===== src/rtl/alu_arbiter.sv =====
// Round-robin scheduler sharing one combinational ALU among N_REQ requesters,
// with registered operands and a tagged, registered response handshake.

module alu #(
   parameter int WIDTH = 8
) (
   input  logic [WIDTH-1:0] A,
   input  logic [WIDTH-1:0] B,
   input  logic [2:0]       Sel,
   output logic [WIDTH-1:0] Out,
   output logic             Zero
);
   always_comb begin
      // NOTE: every output gets a default first so no path can infer a latch.
      Out = '0;
      case (Sel)
         3'b000: Out = A + B;
         3'b001: Out = A - B;
         3'b010: Out = A & B;
         3'b011: Out = A | B;
         3'b100: Out = A ^ B;
         3'b101: Out = A << 1;
         3'b110: Out = A >> 1;
         3'b111: Out = {{(WIDTH-1){1'b0}}, (A < B)};
         default: Out = '0;
      endcase
      Zero = (Out == '0);
   end
endmodule

module alu_arbiter #(
   parameter int WIDTH = 8,
   parameter int N_REQ = 4,
   parameter int ID_W  = $clog2(N_REQ)
) (
   input  logic                   clk,
   input  logic                   rst,
   input  logic [N_REQ-1:0]       req_valid,
   output logic [N_REQ-1:0]       req_ready,
   input  logic [N_REQ*WIDTH-1:0] req_A,
   input  logic [N_REQ*WIDTH-1:0] req_B,
   input  logic [N_REQ*3-1:0]     req_Sel,
   output logic                   rsp_valid,
   input  logic                   rsp_ready,
   output logic [ID_W-1:0]        rsp_id,
   output logic [WIDTH-1:0]       rsp_Out,
   output logic                   rsp_Zero,
   output logic                   busy
);
   typedef enum logic [1:0] {IDLE, EXEC, HOLD} state_t;

   state_t            state, next;
   logic [ID_W-1:0]   last_grant, cur_id, grant_idx;
   logic [WIDTH-1:0]  op_a, op_b, alu_out;
   logic [2:0]        op_sel;
   logic              alu_zero, found, accept;
   logic [ID_W:0]     sh;
   logic [2*N_REQ-1:0] dbl;
   logic [N_REQ-1:0]  rot;
   int                idx;

   alu #(.WIDTH(WIDTH)) u_alu (
      .A(op_a), .B(op_b), .Sel(op_sel), .Out(alu_out), .Zero(alu_zero)
   );

   // Rotate valids so bit 0 is the requester after last_grant, then pick the lowest set bit.
   always_comb begin
      found     = 1'b0;
      idx       = 0;
      req_ready = '0;
      sh        = {1'b0, last_grant} + (ID_W+1)'(1);
      dbl       = {req_valid, req_valid};
      rot       = N_REQ'(dbl >> sh);
      for (int k = 0; k < N_REQ; k++) begin
         if (!found && rot[k]) begin
            found = 1'b1;
            idx   = k + int'(sh);
         end
      end
      if (idx >= N_REQ) idx = idx - N_REQ;
      grant_idx = ID_W'(idx);
      if (state == IDLE && found) req_ready = N_REQ'(1) << grant_idx;
   end

   assign accept = |(req_ready & req_valid);
   assign busy   = (state != IDLE);

   always_comb begin
      next = state;
      case (state)
         IDLE:    if (accept) next = EXEC;
         EXEC:    next = HOLD;
         HOLD:    if (rsp_ready) next = IDLE;
         default: next = IDLE;
      endcase
   end

   always_ff @(posedge clk or posedge rst) begin
      if (rst) begin
         state      <= IDLE;
         last_grant <= ID_W'(N_REQ-1);
         cur_id     <= '0;
         op_a       <= '0;
         op_b       <= '0;
         op_sel     <= '0;
         rsp_valid  <= 1'b0;
         rsp_Out    <= '0;
         rsp_Zero   <= 1'b0;
         rsp_id     <= '0;
      end else begin
         // NOTE: non-blocking assignments so every register samples pre-edge values.
         state <= next;
         case (state)
            IDLE: if (accept) begin
               op_a       <= req_A[grant_idx*WIDTH +: WIDTH];
               op_b       <= req_B[grant_idx*WIDTH +: WIDTH];
               op_sel     <= req_Sel[grant_idx*3 +: 3];
               last_grant <= grant_idx;
               cur_id     <= grant_idx;
            end
            EXEC: begin
               rsp_Out   <= alu_out;
               rsp_Zero  <= alu_zero;
               rsp_id    <= cur_id;
               rsp_valid <= 1'b1;
            end
            HOLD: if (rsp_ready) rsp_valid <= 1'b0;
            default: ;
         endcase
      end
   end
endmodule


===== config.mk =====
export PLATFORM = sky130hd
export DESIGN_NAME = alu_arbiter
export DESIGN_NICKNAME = d
export VERILOG_FILES = /design/src/rtl/alu_arbiter.sv
export SDC_FILE = /design/constraint.sdc
export NUM_CORES = 1
export LEC_CHECK = 0
export ABC_AREA = 1
export CORE_MARGIN = 2
export CORE_UTILIZATION = 45
export CTS_CLUSTER_SIZE = 25
export DETAILED_ROUTE_END_ITERATION = 12
export PLACE_DENSITY = 0.81
export RECOVER_POWER = 100
export SLEW_MARGIN = 20
export SYNTH_ARGS = -nofsm -noshare
export SYNTH_HDL_FRONTEND = slang
export SYNTH_HIERARCHICAL = 1
export SYNTH_SLANG_ARGS = --single-unit

===== constraint.sdc =====
create_clock -name clk -period 2 [get_ports clk]
set_clock_uncertainty 0.15 [all_clocks]
set_input_delay 0.4 -clock clk [delete_from_list [all_inputs] [get_ports clk]]
set_output_delay 0.4 -clock clk [all_outputs]
set_load 0.05 [all_outputs]

==> results.cfg, run 1 <==
[critical_path]
required_ns = 1.45
crit_arrival_ns = 2.24
ff2ff_path_depth = 15
path_buf_inv = 3
cp_max_fo = 5
slowest_stage = dfstp_2
worst_r2r_endpoint = op_a[2]
regToRegSetupSlack_ns = -0.37
cpPeakStageDelay_ns = 0.63
r2r-start = last_grant[0]
critical_path_class = reg2out
cp-end-kind = primary output
crit_chain = buf_12 > nand2_4 > nand2_4 > nand2_2 > nand2_2 > nand4_1 > nand2_1 > nor2_2 > buf_6 > nor3_4 > buf_6
crit_family = simple AND/OR/NAND/NOR gates
worstSetupStartpointType = flop

[routing]
route.vias.total = 4981
totalWireLength_mm = 15.1
ant_nets = 0
drc = 0
drt-wirelength-per-cell_um = 17.0
via_per_inst = 5.60
drt-initial-drc-count = 432
drt-pass1-iter-count = 5

[die]
core-area_um2 = 8130
die_w_um = 95.3
rows = 33
io_pins = 100
die_area_um2 = 9080
start_util_pct = 46.1
die_y_um = 95.3

[global_route]
grt-ovfl-total = 0
grt_start_max_net_pins = 39
grt_pass1_vias = 4600
antenna_found_initial = 0
grt.total_usage_pct = 29.6
grt_pass1_wl_mm = 21.1

[clocking]
clock_path_buffers = 2
cts_root_buffer = clkbuf_8
cts.sinks = 37
tritoncts = yes
cts_buffers = 5
htreeDepth = 2
clkLatencyLatePin_ns = 0.30
ctsHoldBuffers = 0
clk_pin_slew_ns = 0.09

[layout]
final_nets = 892
drive_above_1_share_pct = 30.9
stdcell_count = 889
areaGrowthSynthToFinish_pct = 59.5
mostFrequentLayoutCells = nand2_1, nand3_1, buf_4
diodes = 0
final_common_cell = nand2_1
final_util_pct = 73.5

[synthesis]
yosysTopAreaCell = dfrtp_1
syn-num-nets = 721
synthCells = 612
ys.warnings.count = 6
synth.avg_cell_area_um2 = 6.13
netlist_top_cells_area = dfrtp_1, nand2_1, nand3_1, ha_1, inv_1
seq_area_frac_synth_pct = 24.8
syn_area_um2 = 3750
synth_cell_types = 30
synth_seq_cells = 37
ys_async_sr_fraction_pct = 100
ys.flop_type = dfrtp_1
synth.top_cell.area_share_pct = 23.4
synth_edf_count = 0

[place]
pre_cts_slack_ns = -0.631
numPortBuffers = 99
dpl.cell_count = 859
dp_hpwl_mm = 10.1
gp_congestion = 0.954

[timing]
setup_ws_ns = -0.788
maxClockFrequency_mhz = 359
setup_violations = 36
finalHoldViolations = 0
max_slew_margin_pct = 39.5
rsz0062_at_grt = true
worstMarginPinSlew_ns = 0.907
fin_crit_sh_pct = 139
report.final.slew_viol_count = 0
holdWs_ns = 0.331
period_needed_ns = 2.79

[worst_hold_path]
hold_start = rsp_Out[7]
holdPathStages = 2
hold_path_end = rsp_Out[7]
hold_path_class = reg2reg

[run]
max_cap_viol_count = 0

[outcome]
violations = setup timing
outcome = finished, violations left
==> sequential cells by signal, summed over array words and instances, names as in the netlist <==
register	count
cur_id	2
last_grant	2
op_a	8
op_b	8
op_sel	3
rsp_Out	8
rsp_Zero	1
rsp_id	2
rsp_valid	1
state	2
==> layer usage <==
metal,GRT usage (%),wire length (um),share of wire [%]
met5,0,0,0
met4,15.5,1040,6.9
met3,3.95,1130,7.5
met2,51.3,7240,48
met1,35.6,5670,38
==> synth_stat cells, types with 3 or more instances <==
| cell | number |
|---|---|
| a21oi_1 | 8 |
| nand3_2 | 3 |
| o22ai_1 | 3 |
| nand4_1 | 7 |
| xnor2_1 | 3 |
| buf_2 | 15 |
| o21ai_0 | 18 |
| nand2_1 | 214 |
| nor3_1 | 5 |
| buf_6 | 8 |
| inv_2 | 4 |
| inv_1 | 72 |
| nand3_1 | 128 |
| nor2_1 | 34 |
| nand2_2 | 5 |
| clkbuf_1 | 4 |
| buf_4 | 3 |
| dfrtp_1 | 35 |
| ha_1 | 24 |
==> final cells by class <==
class | instances | area [um^2]
fillers | 567 | 2160
multi-input cells | 468 | 2790
inverters | 77 | 297
clock buffers | 6 | 82.6
repair buffers | 194 | 1710
well taps | 105 | 131
clock inverters | 2 | 37.5
flip-flops and latches | 37 | 928
==> through the flow <==
step	area [um^2]	TNS, ns
global route	5980	-14.13
finish	5980	-10.27
CTS	5710	-5.67
floorplan	3840	-1.32
global placement	5290	-10.25
detailed placement	5290	-13.11
==> worst register-to-register path: stages, from the launching register on <==
cell	delay (ns)
dfstp_2	0.63
clkinv_4	0.12
nand2_4	0.11
nand2_4	0.08
nand2_1	0.06
nand2_1	0.06
nor2_1	0.12
nand2_1	0.09
nand2_2	0.11
nand2_4	0.10
buf_4	0.15
buf_6	0.14
nand2_1	0.07
nand3_1	0.09
nand3_2	0.12
nand2_1	0.06
==> worst max-delay path by stage <==
stage	from	to	slack, ns	cells past startpoint
after floorplan	last_grant[0]	req_ready[0]	-0.35	12
after global placement	req_valid[1]	req_ready[1]	-0.51	12
after detailed placement	req_valid[3]	req_ready[1]	-0.63	10
after CTS	last_grant[0]	req_ready[2]	-0.59	10
after global routing	last_grant[0]	req_ready[2]	-0.79	10
final	last_grant[0]	req_ready[2]	-0.79	11
==> timing repair <==
action | 4_1_cts | 5_1_grt
setup endpoints to repair | 36 | 39
setup buffers | 13 | 13
pin swaps | 31 | 48
gates cloned | 0 | 0
resized for setup | 62 | 81
==> cells by family after synthesis <==
group | after synthesis | share of synthesized area, %
DFF | 37 | 24.8
xor gates and xnor gates | 4 | 0.935
and+or+nand+nor | 403 | 47.0
adders and majority gates | 26 | 9.08
AOI/OAI and AO/OA | 35 | 5.04
buffers and inverters | 107 | 13.2
Power of run 1 is left out: the tool's default activity adds up to more than one toggle a clock period on the data nets, which glitch-free logic cannot reach.
==> inputs of run 2 (changes only) <==
- CTS_BUF_LIST: not set -> sky130_fd_sc_hd__clkbuf_4 sky130_fd_sc_hd__clkbuf_8
==> results of run 2 <==
Final layout, timing and power as in run 1 (identical DEF).
Power of run 2 is left out for the same reason.
